$ cat src/rtl/glitch_sweep_sequencer_if.sv
// Host/glitcher-facing signal bundle for the glitch sweep sequencer.
// slave: the sequencer itself; master: the host/glitcher side driving it.
interface glitch_sweep_sequencer_if;
    logic        i_start;
    logic        i_abort;
    logic [31:0] i_delay_start;
    logic [31:0] i_delay_stop;
    logic [31:0] i_delay_step;
    logic [31:0] i_dur_start;
    logic [31:0] i_dur_stop;
    logic [31:0] i_dur_step;
    logic [7:0]  i_repeat;
    logic        i_glitch_done;
    logic        o_glitch_delay_DV;
    logic [31:0] o_glitch_delay;
    logic        o_glitch_duration_DV;
    logic [31:0] o_glitch_duration;
    logic        o_glitch_ctrl_DV;
    logic [7:0]  o_glitch_ctrl;
    logic        o_busy;
    logic        o_done;
    logic        o_timeout;
    logic [31:0] o_attempts;

    modport slave (
        input  i_start, i_abort, i_delay_start, i_delay_stop, i_delay_step,
               i_dur_start, i_dur_stop, i_dur_step, i_repeat, i_glitch_done,
        output o_glitch_delay_DV, o_glitch_delay, o_glitch_duration_DV,
               o_glitch_duration, o_glitch_ctrl_DV, o_glitch_ctrl,
               o_busy, o_done, o_timeout, o_attempts
    );

    modport master (
        output i_start, i_abort, i_delay_start, i_delay_stop, i_delay_step,
               i_dur_start, i_dur_stop, i_dur_step, i_repeat, i_glitch_done,
        input  o_glitch_delay_DV, o_glitch_delay, o_glitch_duration_DV,
               o_glitch_duration, o_glitch_ctrl_DV, o_glitch_ctrl,
               o_busy, o_done, o_timeout, o_attempts
    );
endinterface

$ cat src/rtl/glitch_sweep_sequencer.sv
// Walks a (delay, duration) grid, programming and arming the glitcher
// max(repeat,1) times per point; each attempt ends on glitch_done or timeout.
module glitch_sweep_sequencer #(
    parameter int unsigned TIMEOUT_CYCLES = 1_000_000,
    parameter int unsigned HOLDOFF_CYCLES = 16
) (
    input logic                     i_Clk,
    input logic                     i_Rst,
    glitch_sweep_sequencer_if.slave bus
);
    // Zero-length waits make no sense; treat them as a single cycle.
    localparam int unsigned TO_N    = (TIMEOUT_CYCLES == 0) ? 1 : TIMEOUT_CYCLES;
    localparam int unsigned HO_N    = (HOLDOFF_CYCLES == 0) ? 1 : HOLDOFF_CYCLES;
    localparam logic [31:0] TO_LAST = 32'(TO_N - 1);
    localparam logic [31:0] HO_LAST = 32'(HO_N - 1);

    typedef enum logic [3:0] {
        S_IDLE, S_LD_DLY, S_LD_DUR, S_ARM, S_WAIT,
        S_DISARM, S_HOLD, S_FIN, S_ABORT_DIS
    } state_t;

    state_t      state_q, state_d;
    logic [31:0] cnt_q, cnt_d;             // WAIT timeout / HOLD holdoff counter
    logic [7:0]  rep_cnt_q, rep_cnt_d;     // arms issued at current point
    logic [7:0]  rep_q, rep_d;             // effective repeat count (>=1)
    logic [31:0] dly_start_q, dly_start_d, dly_stop_q, dly_stop_d, dly_step_q, dly_step_d;
    logic [31:0] dur_stop_q, dur_stop_d, dur_step_q, dur_step_d;
    logic [31:0] delay_q, delay_d, dur_q, dur_d, attempts_q, attempts_d;
    logic        timeout_q, timeout_d;
    logic        dly_dv_q, dly_dv_d, dur_dv_q, dur_dv_d, ctrl_dv_q, ctrl_dv_d;
    logic [7:0]  ctrl_q, ctrl_d;
    logic        busy_q, busy_d, done_q, done_d;

    // 33-bit next-point arithmetic so a carry out of 32 bits ends the axis.
    logic [32:0] dly_next, dur_next;
    logic        dly_exh, dur_exh;
    assign dly_next = {1'b0, delay_q} + {1'b0, dly_step_q};
    assign dur_next = {1'b0, dur_q} + {1'b0, dur_step_q};
    assign dly_exh  = dly_next[32] || (dly_next > {1'b0, dly_stop_q}) || (dly_step_q == 32'd0);
    assign dur_exh  = dur_next[32] || (dur_next > {1'b0, dur_stop_q}) || (dur_step_q == 32'd0);

    // Next-state, counters, grid walk and registered strobe values.
    always_comb begin
        state_d     = state_q;
        cnt_d       = cnt_q;
        rep_cnt_d   = rep_cnt_q;
        rep_d       = rep_q;
        dly_start_d = dly_start_q;
        dly_stop_d  = dly_stop_q;
        dly_step_d  = dly_step_q;
        dur_stop_d  = dur_stop_q;
        dur_step_d  = dur_step_q;
        delay_d     = delay_q;
        dur_d       = dur_q;
        attempts_d  = attempts_q;
        timeout_d   = timeout_q;

        case (state_q)
            S_IDLE: if (bus.i_start) begin
                dly_start_d = bus.i_delay_start;
                dly_stop_d  = bus.i_delay_stop;
                dly_step_d  = bus.i_delay_step;
                dur_stop_d  = bus.i_dur_stop;
                dur_step_d  = bus.i_dur_step;
                rep_d       = (bus.i_repeat == 8'd0) ? 8'd1 : bus.i_repeat;
                delay_d     = bus.i_delay_start;
                dur_d       = bus.i_dur_start;
                attempts_d  = 32'd0;
                timeout_d   = 1'b0;
                state_d     = S_LD_DLY;
            end
            S_LD_DLY: begin
                rep_cnt_d = 8'd0;
                state_d   = bus.i_abort ? S_ABORT_DIS : S_LD_DUR;
            end
            S_LD_DUR: state_d = bus.i_abort ? S_ABORT_DIS : S_ARM;
            S_ARM: begin
                cnt_d   = 32'd0;
                state_d = bus.i_abort ? S_ABORT_DIS : S_WAIT;
            end
            S_WAIT: begin
                if (bus.i_abort) begin
                    state_d = S_ABORT_DIS;
                end else if (bus.i_glitch_done) begin
                    cnt_d   = 32'd0;
                    state_d = S_HOLD;
                end else if (cnt_q == TO_LAST) begin
                    timeout_d = 1'b1;
                    state_d   = S_DISARM;
                end else begin
                    cnt_d = cnt_q + 32'd1;
                end
            end
            S_DISARM: begin
                cnt_d   = 32'd0;
                state_d = S_HOLD;
            end
            S_HOLD: begin
                if (bus.i_abort) begin
                    state_d = S_ABORT_DIS;
                end else if (cnt_q != HO_LAST) begin
                    cnt_d = cnt_q + 32'd1;
                end else if (rep_cnt_q < rep_q) begin
                    state_d = S_ARM;
                end else if (!dly_exh) begin
                    delay_d = dly_next[31:0];
                    state_d = S_LD_DLY;
                end else if (!dur_exh) begin
                    delay_d = dly_start_q;
                    dur_d   = dur_next[31:0];
                    state_d = S_LD_DLY;
                end else begin
                    state_d = S_FIN;
                end
            end
            S_FIN:       state_d = S_IDLE;
            S_ABORT_DIS: state_d = S_IDLE;
            default:     state_d = S_IDLE;
        endcase

        // ARM is only ever entered for one cycle, so count on entry.
        if (state_d == S_ARM) begin
            attempts_d = attempts_q + 32'd1;
            rep_cnt_d  = rep_cnt_q + 8'd1;
        end

        dly_dv_d  = (state_d == S_LD_DLY);
        dur_dv_d  = (state_d == S_LD_DUR);
        ctrl_dv_d = (state_d == S_ARM) || (state_d == S_DISARM) || (state_d == S_ABORT_DIS);
        ctrl_d    = (state_d == S_ARM) ? 8'h01 : 8'h00;
        busy_d    = (state_d != S_IDLE);
        done_d    = (state_d == S_FIN);
    end

    // State and output registers with synchronous reset.
    always_ff @(posedge i_Clk) begin
        if (i_Rst) begin
            state_q     <= S_IDLE;
            cnt_q       <= '0;
            rep_cnt_q   <= '0;
            rep_q       <= '0;
            dly_start_q <= '0;
            dly_stop_q  <= '0;
            dly_step_q  <= '0;
            dur_stop_q  <= '0;
            dur_step_q  <= '0;
            delay_q     <= '0;
            dur_q       <= '0;
            attempts_q  <= '0;
            timeout_q   <= 1'b0;
            dly_dv_q    <= 1'b0;
            dur_dv_q    <= 1'b0;
            ctrl_dv_q   <= 1'b0;
            ctrl_q      <= '0;
            busy_q      <= 1'b0;
            done_q      <= 1'b0;
        end else begin
            state_q     <= state_d;
            cnt_q       <= cnt_d;
            rep_cnt_q   <= rep_cnt_d;
            rep_q       <= rep_d;
            dly_start_q <= dly_start_d;
            dly_stop_q  <= dly_stop_d;
            dly_step_q  <= dly_step_d;
            dur_stop_q  <= dur_stop_d;
            dur_step_q  <= dur_step_d;
            delay_q     <= delay_d;
            dur_q       <= dur_d;
            attempts_q  <= attempts_d;
            timeout_q   <= timeout_d;
            dly_dv_q    <= dly_dv_d;
            dur_dv_q    <= dur_dv_d;
            ctrl_dv_q   <= ctrl_dv_d;
            ctrl_q      <= ctrl_d;
            busy_q      <= busy_d;
            done_q      <= done_d;
        end
    end

    assign bus.o_glitch_delay_DV    = dly_dv_q;
    assign bus.o_glitch_delay       = delay_q;
    assign bus.o_glitch_duration_DV = dur_dv_q;
    assign bus.o_glitch_duration    = dur_q;
    assign bus.o_glitch_ctrl_DV     = ctrl_dv_q;
    assign bus.o_glitch_ctrl        = ctrl_q;
    assign bus.o_busy               = busy_q;
    assign bus.o_done               = done_q;
    assign bus.o_timeout            = timeout_q;
    assign bus.o_attempts           = attempts_q;
endmodule

$ cat src/flat_wrapper.sv
// flat-port wrapper written by rule: the top's interface ports become plain ports
module glitch_sweep_sequencer_flat 
#(
    parameter int unsigned TIMEOUT_CYCLES = 1_000_000,
    parameter int unsigned HOLDOFF_CYCLES = 16
)
  (i_Clk, i_Rst, bus_i_start, bus_i_abort, bus_i_delay_start, bus_i_delay_stop, bus_i_delay_step, bus_i_dur_start, bus_i_dur_stop, bus_i_dur_step, bus_i_repeat, bus_i_glitch_done, bus_o_glitch_delay_DV, bus_o_glitch_delay, bus_o_glitch_duration_DV, bus_o_glitch_duration, bus_o_glitch_ctrl_DV, bus_o_glitch_ctrl, bus_o_busy, bus_o_done, bus_o_timeout, bus_o_attempts);
  glitch_sweep_sequencer_if bus_i ();
  input logic i_Clk;
  input logic i_Rst;
  input wire logic [$bits(bus_i.i_start)-1:0] bus_i_start;
  input wire logic [$bits(bus_i.i_abort)-1:0] bus_i_abort;
  input wire logic [$bits(bus_i.i_delay_start)-1:0] bus_i_delay_start;
  input wire logic [$bits(bus_i.i_delay_stop)-1:0] bus_i_delay_stop;
  input wire logic [$bits(bus_i.i_delay_step)-1:0] bus_i_delay_step;
  input wire logic [$bits(bus_i.i_dur_start)-1:0] bus_i_dur_start;
  input wire logic [$bits(bus_i.i_dur_stop)-1:0] bus_i_dur_stop;
  input wire logic [$bits(bus_i.i_dur_step)-1:0] bus_i_dur_step;
  input wire logic [$bits(bus_i.i_repeat)-1:0] bus_i_repeat;
  input wire logic [$bits(bus_i.i_glitch_done)-1:0] bus_i_glitch_done;
  output wire logic [$bits(bus_i.o_glitch_delay_DV)-1:0] bus_o_glitch_delay_DV;
  output wire logic [$bits(bus_i.o_glitch_delay)-1:0] bus_o_glitch_delay;
  output wire logic [$bits(bus_i.o_glitch_duration_DV)-1:0] bus_o_glitch_duration_DV;
  output wire logic [$bits(bus_i.o_glitch_duration)-1:0] bus_o_glitch_duration;
  output wire logic [$bits(bus_i.o_glitch_ctrl_DV)-1:0] bus_o_glitch_ctrl_DV;
  output wire logic [$bits(bus_i.o_glitch_ctrl)-1:0] bus_o_glitch_ctrl;
  output wire logic [$bits(bus_i.o_busy)-1:0] bus_o_busy;
  output wire logic [$bits(bus_i.o_done)-1:0] bus_o_done;
  output wire logic [$bits(bus_i.o_timeout)-1:0] bus_o_timeout;
  output wire logic [$bits(bus_i.o_attempts)-1:0] bus_o_attempts;
  assign bus_i.i_start = bus_i_start;
  assign bus_i.i_abort = bus_i_abort;
  assign bus_i.i_delay_start = bus_i_delay_start;
  assign bus_i.i_delay_stop = bus_i_delay_stop;
  assign bus_i.i_delay_step = bus_i_delay_step;
  assign bus_i.i_dur_start = bus_i_dur_start;
  assign bus_i.i_dur_stop = bus_i_dur_stop;
  assign bus_i.i_dur_step = bus_i_dur_step;
  assign bus_i.i_repeat = bus_i_repeat;
  assign bus_i.i_glitch_done = bus_i_glitch_done;
  assign bus_o_glitch_delay_DV = bus_i.o_glitch_delay_DV;
  assign bus_o_glitch_delay = bus_i.o_glitch_delay;
  assign bus_o_glitch_duration_DV = bus_i.o_glitch_duration_DV;
  assign bus_o_glitch_duration = bus_i.o_glitch_duration;
  assign bus_o_glitch_ctrl_DV = bus_i.o_glitch_ctrl_DV;
  assign bus_o_glitch_ctrl = bus_i.o_glitch_ctrl;
  assign bus_o_busy = bus_i.o_busy;
  assign bus_o_done = bus_i.o_done;
  assign bus_o_timeout = bus_i.o_timeout;
  assign bus_o_attempts = bus_i.o_attempts;
  glitch_sweep_sequencer #(.TIMEOUT_CYCLES(TIMEOUT_CYCLES), .HOLDOFF_CYCLES(HOLDOFF_CYCLES)) u_core (.i_Clk(i_Clk), .i_Rst(i_Rst), .bus(bus_i));
endmodule
$ cat config.mk
export PLATFORM = sky130hd
export DESIGN_NAME = glitch_sweep_sequencer_flat
export DESIGN_NICKNAME = d
export VERILOG_FILES = /design/src/rtl/glitch_sweep_sequencer_if.sv /design/src/rtl/glitch_sweep_sequencer.sv /design/src/flat_wrapper.sv
export SDC_FILE = /design/constraint.sdc
export NUM_CORES = 1
export LEC_CHECK = 0
export BUFFER_PORTS_ARGS = -buffer_cell sky130_fd_sc_hd__buf_2
export CAP_MARGIN = 20
export CORE_ASPECT_RATIO = 2
export CORE_MARGIN = 2
export CORE_UTILIZATION = 30
export CTS_BUF_LIST = sky130_fd_sc_hd__clkbuf_16
export CTS_CLUSTER_DIAMETER = 60
export DETAILED_ROUTE_END_ITERATION = 12
export HOLD_SLACK_MARGIN = 0.05
export PLACE_DENSITY = 0.53
export REMOVE_ABC_BUFFERS = 1
export SLEW_MARGIN = 20
export SYNTH_ARGS = -nofsm -noshare
export SYNTH_HDL_FRONTEND = slang
export SYNTH_SLANG_ARGS = --single-unit
$ cat constraint.sdc
create_clock -name i_Clk -period 4.6 [get_ports i_Clk]
set_input_delay 0 -clock i_Clk [delete_from_list [all_inputs] [get_ports i_Clk]]
set_output_delay 0 -clock i_Clk [all_outputs]
set_load 0.005 [all_outputs]
==> Word level (Yosys, flattened, before mapping) <==
Cells that the tools add are included.
{ "totals": {"output_inout_bits": 110, "word_cells": 122, "ff_bits": 322, "input_bits": 205} }
{ "classes": {"n_eq_ne": 26, "n_reduce_logical": 24, "n_lt_le_gt_ge": 3, "addsub": 5, "mux": 45} }
{ "ops": {"columns": ["cell", "n"], "rows": [
  ["$mux W32", 20],
  ["$pmux W32 S2", 2],
  ["$pmux W32 S3", 1],
  ["$add A32 B32 Y33", 2],
  ["$gt A33 B32 Y1", 2],
  ["$add A32 B1 Y32 const B", 2],
  ["$logic_not A32 Y1", 2],
  ["$mux W4", 11],
  ["$eq A32 B20 Y1 const B", 1],
  ["$ne A32 B4 Y1 const B", 1],
  ["$pmux W4 S7", 1],
  ["$mux W8", 3],
  ["$eq A4 B3 Y1 const B", 5],
  ["$eq A4 B2 Y1 const B", 4],
  ["$ne A2 B2 Y1 const B", 7],
  ["$reduce_and A5 Y1", 2],
  ["$reduce_bool A2 Y1", 5],
  ["$add A8 B1 Y8 const B", 1],
  ["$eq A4 B1 Y1 const B", 2],
  ["$logic_not A8 Y1", 1],
  ["$lt A8 B8 Y1", 1],
  ["$reduce_and A7 Y1", 1],
  ["$logic_or A1 B1 Y1", 6],
  ["$ne A2 B1 Y1 const B", 3],
  ["11 further kinds", 17]
]} }

==> Longest topological paths before layout <==
Gate-level depths: netlist of run 1.
{ "logic_depth": {"word_depth": 13, "depth_mapped": 23} }

==> Least setup slack after synthesis of run 1 <==
Ideal clock, no wire load.
{ "synth_path": {"path_kind": "reg-to-reg", "startpoint": "register u_core.dur_q[12] (netlist: u_core.bus.o_glitch_duration[12])", "endpoint": "register u_core.attempts_q[14] (netlist: u_core.bus.o_attempts[14])", "arrival_ns": 4.754, "setup_time_ns": 0.122, "setup_slack_ns": -0.276, "t_required_ns": 4.478, "synth_period_minus_slack_ns": 4.876, "path_stages_with_launch": 23, "path_buffers": 1, "cell_sequence": "dfxtp_1 -> ha_1 -> a21oi_2 -> nor2b_1 -> o21a_1 -> or4_1 -> a211oi_2 -> nor3_1 -> or3_4 -> a221oi_2 -> xnor2_1 -> ha_1 -> nand4_1 -> nor2_1 -> nand3_1 -> a2111oi_0 -> nor4_1 -> o21ai_1 -> o22ai_2 -> a31oi_4 -> a21boi_2 -> buf_6 -> a221o_1"} }
{ "synth_between": {"elab_chain_len": 13, "elab_cells_between_ends": 15, "classes_between": "1 x add/sub; 1 x order compare; 1 x eq/ne; 7 x mux; 5 x reduce/logical"} }
{ "synth_rtl": {"columns": ["item", "line_no", "source"], "rows": [
  ["from (decl)", "glitch_sweep_sequencer.sv:28", "logic [31:0] delay_q, delay_d, dur_q, dur_d, attempts_q, attempts_d;"],
  ["from (signal assigned)", "glitch_sweep_sequencer.sv:168", "dur_q <= dur_d;"],
  ["$add A32 B32 Y33 (*)", "glitch_sweep_sequencer.sv:38", "assign dur_next = {1'b0, dur_q} + {1'b0, dur_step_q};"],
  ["$gt A33 B32 Y1", "glitch_sweep_sequencer.sv:40", "assign dur_exh = dur_next[32] || (dur_next > {1'b0, dur_stop_q}) || (dur_step_q == 32'd0);"],
  ["$logic_or A1 B1 Y1 (*) (2 in series)", "glitch_sweep_sequencer.sv:40", null],
  ["$mux W3 (*)", "glitch_sweep_sequencer.sv:108", "end else if (!dur_exh) begin"],
  ["$mux W4 (*)", "glitch_sweep_sequencer.sv:105", "end else if (!dly_exh) begin"],
  ["$mux W4 (*)", "glitch_sweep_sequencer.sv:103", "end else if (rep_cnt_q < rep_q) begin"],
  ["$mux W4 (*)", "glitch_sweep_sequencer.sv:101", "end else if (cnt_q != HO_LAST) begin"],
  ["$mux W4 (*)", "glitch_sweep_sequencer.sv:99", "if (bus.i_abort) begin"],
  ["$pmux W4 S7 (*)", "glitch_sweep_sequencer.sv:58", "case (state_q)"],
  ["$eq A4 B2 Y1 (*)", "glitch_sweep_sequencer.sv:122", "if (state_d == S_ARM) begin"],
  ["$reduce_bool A2 Y1 (no source line)", null, null],
  ["$reduce_and A2 Y1 (no source line)", null, null],
  ["to (signal assigned)", "glitch_sweep_sequencer.sv:169", "attempts_q <= attempts_d;"],
  ["to (decl)", "glitch_sweep_sequencer.sv:28", null]
]} }
Every way passes the cells marked *; elsewhere a longest branch is shown, timed or not.
A chain may end at the register's enable or synchronous reset.

==> Final worst setup path of run 1 <==
{ "layout_path": {"startpoint": "register u_core.dur_step_q[12]", "endpoint": "register u_core.attempts_q[24] (netlist: u_core.bus.o_attempts[24])"} }
{ "layout_between": {"elab_chain_len": 13, "elab_cells_between_ends": 16, "classes_between": "1 x add/sub; 1 x order compare; 1 x eq/ne; 7 x mux; 6 x reduce/logical"} }
{ "layout_rtl": {"columns": ["item", "line_no", "source"], "rows": [
  ["from (decl)", "glitch_sweep_sequencer.sv:27", "logic [31:0] dur_stop_q, dur_stop_d, dur_step_q, dur_step_d;"],
  ["from (signal assigned)", "glitch_sweep_sequencer.sv:166", "dur_step_q <= dur_step_d;"],
  ["$add A32 B32 Y33", "glitch_sweep_sequencer.sv:38", null],
  ["$gt A33 B32 Y1", "glitch_sweep_sequencer.sv:40", null],
  ["$logic_or A1 B1 Y1", "glitch_sweep_sequencer.sv:40", null],
  ["$logic_or A1 B1 Y1 (*)", "glitch_sweep_sequencer.sv:40", null],
  ["$mux W3 (*)", "glitch_sweep_sequencer.sv:108", null],
  ["$mux W4 (*)", "glitch_sweep_sequencer.sv:105", null],
  ["$mux W4 (*)", "glitch_sweep_sequencer.sv:103", null],
  ["$mux W4 (*)", "glitch_sweep_sequencer.sv:101", null],
  ["$mux W4 (*)", "glitch_sweep_sequencer.sv:99", null],
  ["$pmux W4 S7 (*)", "glitch_sweep_sequencer.sv:58", null],
  ["$eq A4 B2 Y1 (*)", "glitch_sweep_sequencer.sv:122", null],
  ["$reduce_bool A2 Y1 (no source line)", null, null],
  ["$reduce_and A2 Y1 (no source line)", null, null]
]} }
Marked as above.

==> metrics.cfg, run 1 <==
[synthesis]
synthMuxAreaShare_pct=1.14
synth_xor_area_share_pct=3.90
syn_area_sq_um=18600
async_flop_share_pct=0
yosys.area_share.adder_pct=9.48
synth-compound-area-share_pct=23.3
yosysTopAreaCellShare_pct=33.8
synthTopCellsByArea=dfxtp_1, nand2_1, ha_1
yosysUniqueCellTypes=97
ys_warn_count=0
syn_area_per_cell_sq_um=7.80
synth_largest_area_cell=dfxtp_1
ys_seq_area_share_pct=33.8
synth_edf_count=0
synthSimpleGateAreaFrac_pct=23.0
ys.flop_type=dfxtp_1
yosys_register_bits=315
synthCells=2390
synth_top_family_by_area=compound AO/OA/AOI/OAI gates

[floorplan]
fp.dieW_um=180
core_area_sq_um=61700
die_h_um=356
pin_count=315
num_rows=129
die_area_sq_um=64200
start_util_pct=30.2

[sta]
finalSetupViolations=112
skew_ns=0.0338
fin_ws_ns=-0.755
min_period_ns=5.35
slew_viol_final=0
min_period_over_period_pct=116
whs_ns=0.0831
worst_pin_slew_ns=1.05
rsz0062_at_grt=yes
fmax_mhz=187
hold_viol=0
slew_headroom_pct=30.2

[placement]
portBuffers=307
place_congestion=0.944
dpl.hpwl_um=53600

[critical_path]
cpMaxStageDelayCell=or4_4
critPathMaxFanout=8
cpMostUsedCell=buf_4
start_kind=flop
critPathRequiredTime_ns=5.08
end_kind=flop
crit_arrival_ns=5.83
rr_worst_depth=26
r2r_end=u_core.bus.o_attempts[24]
rr_startpoint=u_core.dur_step_q[12]
ff2ff_setup_slack_ns=-0.75
path_class=reg -> reg
cp_slowest_stage_delay_ns=0.41

[min_path]
hold_depth=2
min_to=u_core.bus.o_glitch_delay[28]
hp-class=in -> reg
hold_start=i_Rst

[run_status]
violations=setup timing
status=complete, but fails checks

[cts]
numCtsBuffers=36
clk_latency_ns=0.56
cts_tree=built
clockBufferDepth=3
clkSinkCount=315
clockRootBuffer=clkbuf_16
clk_pin_slew_worst_paths_ns=0.06
htreeDepth=2

[final_layout]
drive_above_1_share_pct=32.1
final_common_cell=nand2_1
fin_nets=3647
num-fill-cells=5966
layout_common_cells=nand2_1, buf_4, buf_2
syn2layout_area_growth_pct=57.3

[grt]
grt_max_degree=169
antenna_found_initial=7
grt_overflow=0
grt_use_total_pct=23.6
grt_pass1_wl_um=120000
grt_pass1_vias=22100

[drt]
avgViaCountPerCell=5.13
antenna_left=0
wire_per_inst_um=19.1
wl_um=78500
dr.pass1.iters=5
drt_iter0_drc=954
via_count=21100
remaining_drc_errors=0

[pwr]
power_density_nw_per_um2=305
power_mw=8.95
irDropWorstVdd_mv=0.265
p_leak_nw=13.0

[run]
max_cap_violations=0

[worst max-delay path, delay by kind of cell (launching register included)]
kind	cells	cell delay, ns
compound gates	9	1.80
xor+xnor	1	0.16
fa+ha+maj	2	0.57
buf+inv	6	0.99
flops	1	0.34
simple gates	8	1.42
[stage by stage]
step	cell area [sq um]	std cells	worst slack, ns	util (%)	TNS, ns
3_5_place_dp	23600	3734	-1.81	38.2	-186.53
5_1_grt	29300	4118	-0.890	47.5	-85.48
2_1_floorplan	18100	2270	-1.56	-	-84.99
6_report	29300	4120	-0.755	47.5	-70.91
3_3_place_gp	23600	3734	-2.04	38.2	-213.01
4_1_cts	28700	4101	-0.639	46.6	-61.33
[metal layers]
layer	GRT usage, %	wire length (um)	vias up	part of all wire [%]
li1	-	-	10200	-
met1	23.8	28800	10000	37
met2	45.5	41000	651	52
met3	3.17	3570	219	4.5
met4	14.2	5150	8	6.6
met5	0	47	-	0.060
[synth_stat cells, drive strengths merged, types with 33 or more instances]
library cell,instances
buf,38
nor4,33
a21o,42
ha,138
xnor2,39
o21ai,73
dfxtp,315
nand2,536
a21oi,314
inv,111
nand3,53
clkbuf,88
nor3,40
nor2,125
nand4,36
xor2,44
[report_power, final]
part / internal [mW] / switching (mW) / total (mW) / leakage (nW)
combinational: 1.53 / 1.56 / 3.09 / 9.83
clock: 1.59 / 1.29 / 2.88 / 0.583
sequential: 2.88 / 0.104 / 2.98 / 2.58
[state kept, by name, summed over array words and instances (netlist names), 4 cells and up]
register                      flops
u_core.dly_start_q               32
u_core.dur_stop_q                32
u_core.cnt_q                     32
u_core.state_q                    4
u_core.dly_stop_q                32
u_core.rep_cnt_q                  8
u_core.bus.o_attempts            32
u_core.bus.o_glitch_delay        32
u_core.dly_step_q                32
u_core.bus.o_glitch_duration     32
u_core.dur_step_q                32
u_core.rep_q                      8
[how the worst max path moves through the flow]
stage,from,endpoint,depth (start not counted)
global route,u_core.dur_step_q[12],u_core.bus.o_attempts[24],26
finish,u_core.dur_step_q[12],u_core.bus.o_attempts[24],26
CTS,u_core.dur_step_q[12],u_core.bus.o_attempts[24],26
detailed placement,u_core.bus.o_glitch_delay[1],u_core.bus.o_attempts[25],21
floorplan,u_core.state_q[0],u_core.bus.o_glitch_duration[25],5
global placement,u_core.bus.o_glitch_delay[6],u_core.bus.o_attempts[4],20
[final cells by class]
class	instances	area [sq um]	area share, %
Inverter	112	433	1.48
Timing Repair Buffer	994	7910	27.0
Multi-Input combinational cell	1843	12500	42.7
Antenna cell	4	10.0	0.0341
Clock buffer	37	926	3.16
Sequential cell	315	6330	21.6
Clock inverter	29	209	0.713
Tap cell	786	983	3.35
[timing repair]
action | in CTS | in global routing
endpoints found under the hold margin | 238 | 0
setup buffers | 86 | 24
hold buffers | 205 | 0
cloned | 12 | 2
setup endpoints to repair | 112 | 112
gates resized for setup | 222 | 98
pin swaps | 84 | 54
[cells by family (layout without fill, tap and decap cells)]
group	after synthesis	after routing
AO/OA/AOI/OAI	644	644
flip-flops	315	315
multiplexers	21	21
buffers and inverters	238	1172
other	1	11
XOR/XNOR	83	83
adder cells (fa/ha/maj)	140	140
AND/OR/NAND/NOR	948	948
No activity file was read; power rests on OpenSTA's default activity.
==> inputs of run 2 (changes only) <==
Settings changed: SETUP_SLACK_MARGIN from default to 0.1, SLEW_MARGIN 20 to default.
==> run 2 against run 1 <==
Against the previous run: the flow still finishes with violations (setup timing); clock skew fell by 0.0061 ns; cell count is 1.2% lower; global-route usage is 0.72 points lower; sequential cell count unchanged; count of clock-buffer cells in the layout grew 2; sequential share of layout area is 0.26 points higher; fmax up 3.3%; clock power up 6%; routed wire length decreased by 1.7%; die area stayed put; first-iteration DRC count is 7.1% lower; final area decreased by 1.1%; critical path type unchanged; largest cell class unchanged.
==> metrics.cfg, run 2 (synthesis results as in run 1) <==
[sta]
fmax_mhz=193  ; was 187 MHz
min_period_ns=5.18  ; was 5.35 ns
worst_pin_slew_ns=0.972  ; was 1.05 ns
rsz0062_at_grt=yes  ; unchanged
fin_ws_ns=-0.582  ; was -0.755 ns
tns_ns=-54.30  ; was -70.91 ns
finalSetupViolations=112  ; unchanged
slew_headroom_pct=35.2  ; was 30.2%
skew_ns=0.0277  ; was 0.0338 ns
slew_viol_final=0  ; unchanged
min_period_over_period_pct=113  ; was 116%
hold_viol=0  ; unchanged

[drt]
wire_per_inst_um=18.9  ; was 19.1 um
antenna_left=0  ; unchanged
wl_met3_um=3410  ; was 3570 um
remaining_drc_errors=0  ; unchanged
wl_met1_um=28300  ; was 28800 um
dr.pass1.iters=5  ; unchanged
wl_um=77200  ; was 78500 um
via_count=20800  ; was 21100
avgViaCountPerCell=5.11  ; was 5.13
drt_iter0_drc=886  ; was 954
routed-wl-met2_um=41100  ; was 41000 um
highest_layer=met5  ; unchanged

[pwr]
power_density_nw_per_um2=310  ; was 305 nW/um^2
irDropWorstVdd_mv=0.271  ; was 0.265 mV
power_mw=8.98  ; was 8.95 mW
p_leak_nw=12.8  ; was 13.0 nW

[min_path]
hold_depth=5  ; was 2
hold_start=bus_i_start  ; was i_Rst
hp-class=in -> reg  ; unchanged

[final_layout]
fin_cells=4072  ; was 4120
fin_nets=3602  ; was 3647
multi_input_area_sq_um=12500  ; about the same
syn2layout_area_growth_pct=55.6  ; was 57.3%
final_common_cell=nand2_1  ; unchanged
num-fill-cells=5994  ; was 5966
layout_common_cells=nand2_1, buf_4, buf_2  ; unchanged
drive_above_1_share_pct=31.4  ; was 32.1%
seq_area_sq_um=6330  ; about the same

[placement]
dpl.hpwl_um=53600  ; about the same
dp_cells=3735  ; was 3734
dp_slack_ns=-1.60  ; was -1.81 ns
place_congestion=0.944  ; unchanged
portBuffers=307  ; unchanged

[critical_path]
path_class=reg -> reg  ; unchanged
crit_arrival_ns=5.62  ; was 5.83 ns
rr_startpoint=u_core.dly_step_q[14]  ; was u_core.dur_step_q[12]
cp_slowest_stage_delay_ns=0.40  ; was 0.41 ns
startpoint=u_core.dly_step_q[14]  ; was u_core.dur_step_q[12]
start_kind=flop  ; unchanged
end_kind=flop  ; unchanged
rr_worst_depth=23  ; was 26
cpMostUsedCell=buf_4  ; unchanged
cpMaxStageDelayCell=dfxtp_1  ; was or4_4
critPathRequiredTime_ns=5.03  ; was 5.08 ns
cp_cell_sequence=ha_4 > a211oi_2 > nand3_2 > a31oi_4 > a2111oi_4 > a211o_1 > a311oi_4 > buf_4 > xnor2_4 > ha_4 > nand4_1 > nor2_1 > buf_4 > nand4_1 > o22ai_2 > nor2_2 > a211o_4 > or2_4 > a31oi_4 > buf_12 > nor4_2 > buf_4 > a211o_1
critPathMaxFanout=4  ; was 8

[floorplan]
start_util_pct=30.2  ; unchanged
die_h_um=356  ; unchanged
fp.dieW_um=180  ; unchanged
pin_count=315  ; unchanged
num_rows=129  ; unchanged
die_area_sq_um=64200  ; unchanged
core_area_sq_um=61700  ; unchanged

[grt]
grt_use_total_pct=22.9  ; was 23.6%
antenna_found_initial=8  ; was 7
grt_pass1_wl_um=117000  ; was 120000 um
grt_pass1_vias=21600  ; was 22100
grt_overflow=0  ; unchanged
grt_max_degree=169  ; unchanged

[cts]
numCtsBuffers=37  ; was 36
clkSinkCount=315  ; unchanged
clk_pin_slew_worst_paths_ns=0.06  ; about the same
htreeDepth=2  ; unchanged
clk_latency_ns=0.55  ; was 0.56 ns
clockRootBuffer=clkbuf_16  ; unchanged
clockBufferDepth=3  ; unchanged
cts_tree=built  ; unchanged

[run_status]
violations=setup timing  ; unchanged
status=complete, but fails checks  ; unchanged

[run]
max_cap_violations=0  ; unchanged

[run 2: changes by cell type in the layout (fill, tap and decap cells not counted), sizes merged]
cell	change
diode	-1
clkinvlp	-1
clkinv	+2
bufinv	+2
buf	-51
clkbuf	+6
inv	-6
dlygate4sd3	+1
[run 2: path summary, 6_finish.rpt]
kind / endpoint / slack, ns
min: u_core.state_q[0] / 0.14
max: u_core.bus.o_glitch_duration[31] / -0.58
max reg2reg: u_core.bus.o_glitch_duration[31] / -0.58
min reg2reg: u_core.rep_q[5] / 0.45
[run 2: cell type report]
class / instances / share of cell area [%]
antenna: 3 / 0.0259
clock buffer: 39 / 3.37
clock inverter: 26 / 0.846
inverter: 112 / 1.48
multi-input combinational: 1843 / 43.2
sequential: 315 / 21.8
tap: 786 / 3.39
timing repair buffer: 948 / 25.8
[run 2: routing by layer]
metal | up-vias | global-route usage, %
met5 | - | 0
met4 | 10 | 11.8
met3 | 178 | 3.21
met2 | 572 | 45.0
met1 | 9888 | 23.0
li1 | 10100 | -
[run 2: report_power, final]
group	leakage (nW)	internal, mW	switching [mW]
Clock	0.610	1.77	1.29
Sequential	2.58	2.88	0.107
Combinational	9.57	1.43	1.50
Total	12.8	6.08	2.90
[run 2: per-stage QoR]
step | util [%] | hold WS [ns] | area, sq um
floorplan | - | 0.0679 | 18100
global placement | 38.2 | 0.240 | 23600
detailed placement | 38.3 | 0.247 | 23600
CTS | 45.9 | 0.109 | 28300
global route | 47.0 | 0.181 | 29000
finish | 47.0 | 0.137 | 29000
[run 2: worst max-delay path: cells and delay by family (launching register included)]
family          cells  cell delay (ns)
compound gates      9             2.44
simple gates        7             0.97
buf+inv             4             0.68
fa+ha+maj           2             0.50
flops               1             0.40
xor+xnor            1             0.08
[run 2: what timing repair did]
item	CTS	global route
buffers inserted	42	7
gates resized for setup	198	98
endpoints found under the setup margin	112	112
endpoints found under the hold margin	239	0
hold buffers	206	0
pin swaps	107	79
cloned	8	7
==> inputs of run 3 (changes only) <==
Settings changed: SKIP_CTS_REPAIR_TIMING from default to 1.
==> run 3 against run 2 <==
Against the previous run: the run ends with hold timing, setup timing left; fmax down 1.6%; sequential power hardly changed; critical path type unchanged; first-iteration DRC count is 4.1% lower; highest routed layer unchanged; clock power hardly changed.
==> metrics.cfg, run 3 (synthesis results as in run 1) <==
[sta]
slew_viol_final=0  ; unchanged
worst_pin_slew_ns=0.967  ; was 0.972 ns
rsz0062_at_grt=yes  ; unchanged
min_period_ns=5.26  ; was 5.18 ns
skew_ns=0.0242  ; was 0.0277 ns
hold_viol=1  ; was 0
fmax_mhz=190  ; was 193 MHz
min_period_over_period_pct=114  ; was 113%
slew_headroom_pct=35.5  ; was 35.2%
finalSetupViolations=112  ; unchanged
fin_ws_ns=-0.665  ; was -0.582 ns
whs_ns=-0.000469  ; was 0.137 ns

[drt]
avgViaCountPerCell=5.07  ; was 5.11
antenna_left=0  ; unchanged
wl_um=74900  ; was 77200 um
remaining_drc_errors=0  ; unchanged
drt_iter0_drc=850  ; was 886
wire_per_inst_um=18.5  ; was 18.9 um
dr.pass1.iters=5  ; unchanged
via_count=20600  ; was 20800

[min_path]
hp-class=in -> reg  ; unchanged

[pwr]
clock_power_share_pct=34.6  ; was 34.1%
switchingPower_mw=2.83  ; was 2.90 mW
intPower_mw=6.00  ; was 6.08 mW
p_comb_share_pct=31.7  ; was 32.7%
p_sw_share_pct=32.0  ; was 32.3%
irDropWorstVdd_mv=0.276  ; was 0.271 mV
seqPwrFrac_pct=33.8  ; was 33.3%
p_leak_nw=12.5  ; was 12.8 nW
power_density_nw_per_um2=313  ; was 310 nW/um^2
power_mw=8.83  ; was 8.98 mW

[final_layout]
final_common_cell=nand2_1  ; unchanged
stdcell_area_sq_um=28200  ; was 29000 sq um
drive_above_1_share_pct=29.0  ; was 31.4%
num-fill-cells=6076  ; was 5994
layout_common_cells=nand2_1, buf_4, buf_2  ; unchanged
fin_nets=3583  ; was 3602
syn2layout_area_growth_pct=51.4  ; was 55.6%

[floorplan]
start_util_pct=30.2  ; unchanged
fp.dieW_um=180  ; unchanged
num_rows=129  ; unchanged
pin_count=315  ; unchanged
core_area_sq_um=61700  ; unchanged
die_h_um=356  ; unchanged
die_area_sq_um=64200  ; unchanged

[placement]
place_congestion=0.944  ; unchanged
dp_slack_ns=-1.60  ; unchanged
dpl_cell_area_sq_um=23600  ; unchanged
dpl.hpwl_um=53600  ; unchanged
portBuffers=307  ; unchanged

[cts]
clk_latency_ns=0.55  ; about the same
clockRootBuffer=clkbuf_16  ; unchanged
clkSinkCount=315  ; unchanged
cts_tree=built  ; unchanged
numCtsBuffers=37  ; unchanged
clk_pin_slew_worst_paths_ns=0.06  ; about the same
clockBufferDepth=3  ; unchanged
htreeDepth=2  ; unchanged

[critical_path]
end_kind=flop  ; unchanged
start_kind=flop  ; unchanged
critPathRequiredTime_ns=5.03  ; about the same
crit_arrival_ns=5.70  ; was 5.62 ns
critPathMaxFanout=6  ; was 4
path_class=reg -> reg  ; unchanged

[grt]
grt_pass1_vias=20200  ; was 21600
grt_use_total_pct=21.5  ; was 22.9%
antenna_found_initial=8  ; unchanged
grt_max_degree=169  ; unchanged
grt_pass1_wl_um=110000  ; was 117000 um
grt_overflow=0  ; unchanged

[run_status]
status=complete, but fails checks  ; unchanged
violations=hold timing, setup timing  ; was setup timing

[run]
max_cap_violations=0  ; unchanged

## run 3: changes by cell type in the layout (fill, tap and decap cells not counted), sizes merged
cell         delta
dlygate4sd3     -5
clkinv          +1
clkbuf          +2
diode           +1
buf            -16
inv             -1
## run 3: layer usage
layer	wire (um)	GRT usage, %	vias to the layer above
met5	62	0	-
met4	3630	10.2	10
met3	3300	3.55	155
met2	40100	42.1	580
met1	27800	21.9	9705
li1	-	-	10100
## run 3: cell type report
class	count	area [sq um]	share of cell area [%]
Sequential cell	315	6320	22.4
Clock inverter	26	245	0.869
Inverter	112	433	1.53
Antenna cell	4	10.0	0.0355
Multi-Input combinational cell	1843	12000	42.6
Timing Repair Buffer	929	7220	25.6
Tap cell	786	983	3.49
Clock buffer	39	976	3.46
## run 3: metrics by stage
step	util (%)	hold slack [ns]	setup TNS (ns)	cells
after floorplan	-	0.0679	-84.99	2270
after global routing	45.7	0.0574	-87.73	4051
after global placement	38.2	0.240	-213.01	3734
after detailed placement	38.3	0.247	-162.84	3735
after CTS	40.2	-0.347	-171.29	3800
final	45.8	-0.000469	-64.30	4054
## run 3: worst max-delay path: stages, from the launching register on
cell	delay, ns
dfxtp_2	0.34
ha_4	0.25
a2111oi_4	0.35
o21ai_2	0.15
a31oi_4	0.28
a2111oi_4	0.12
a211o_1	0.31
a311oi_4	0.29
buf_4	0.16
o211ai_1	0.11
xor2_1	0.18
ha_2	0.23
a2111oi_4	0.21
buf_2	0.22
o21ai_2	0.07
a21oi_2	0.17
a21oi_1	0.09
a211o_2	0.42
buf_6	0.16
nor2_4	0.18
buf_12	0.16
buf_12	0.14
mux2i_1	0.20
o21ai_1	0.10
o211a_1	0.24
## run 3: path summary, 6_finish.rpt
path / from / to / slack [ns] / cells past startpoint
setup / recovery: u_core.bus.o_glitch_delay[6] / u_core.bus.o_glitch_delay[15] / -0.66 / 24
hold / removal: i_Rst / u_core.dly_step_q[10] / -0.0005 / 2
setup reg to reg: u_core.bus.o_glitch_delay[6] / u_core.bus.o_glitch_delay[15] / -0.66 / 24
hold reg to reg: u_core.dly_stop_q[13] / u_core.dly_stop_q[13] / 0.45 / 2
## run 3: power groups by stage
stage | logic, mW | registers, mW | clock network, mW
2_1_floorplan | 1.09 | 3.02 | 0
3_3_place_gp | 2.26 | 3.03 | 0
3_5_place_dp | 2.30 | 3.04 | 0
4_1_cts | 2.31 | 2.98 | 3.14
5_1_grt | 3.03 | 3.00 | 3.23
6_report | 2.80 | 2.98 | 3.05
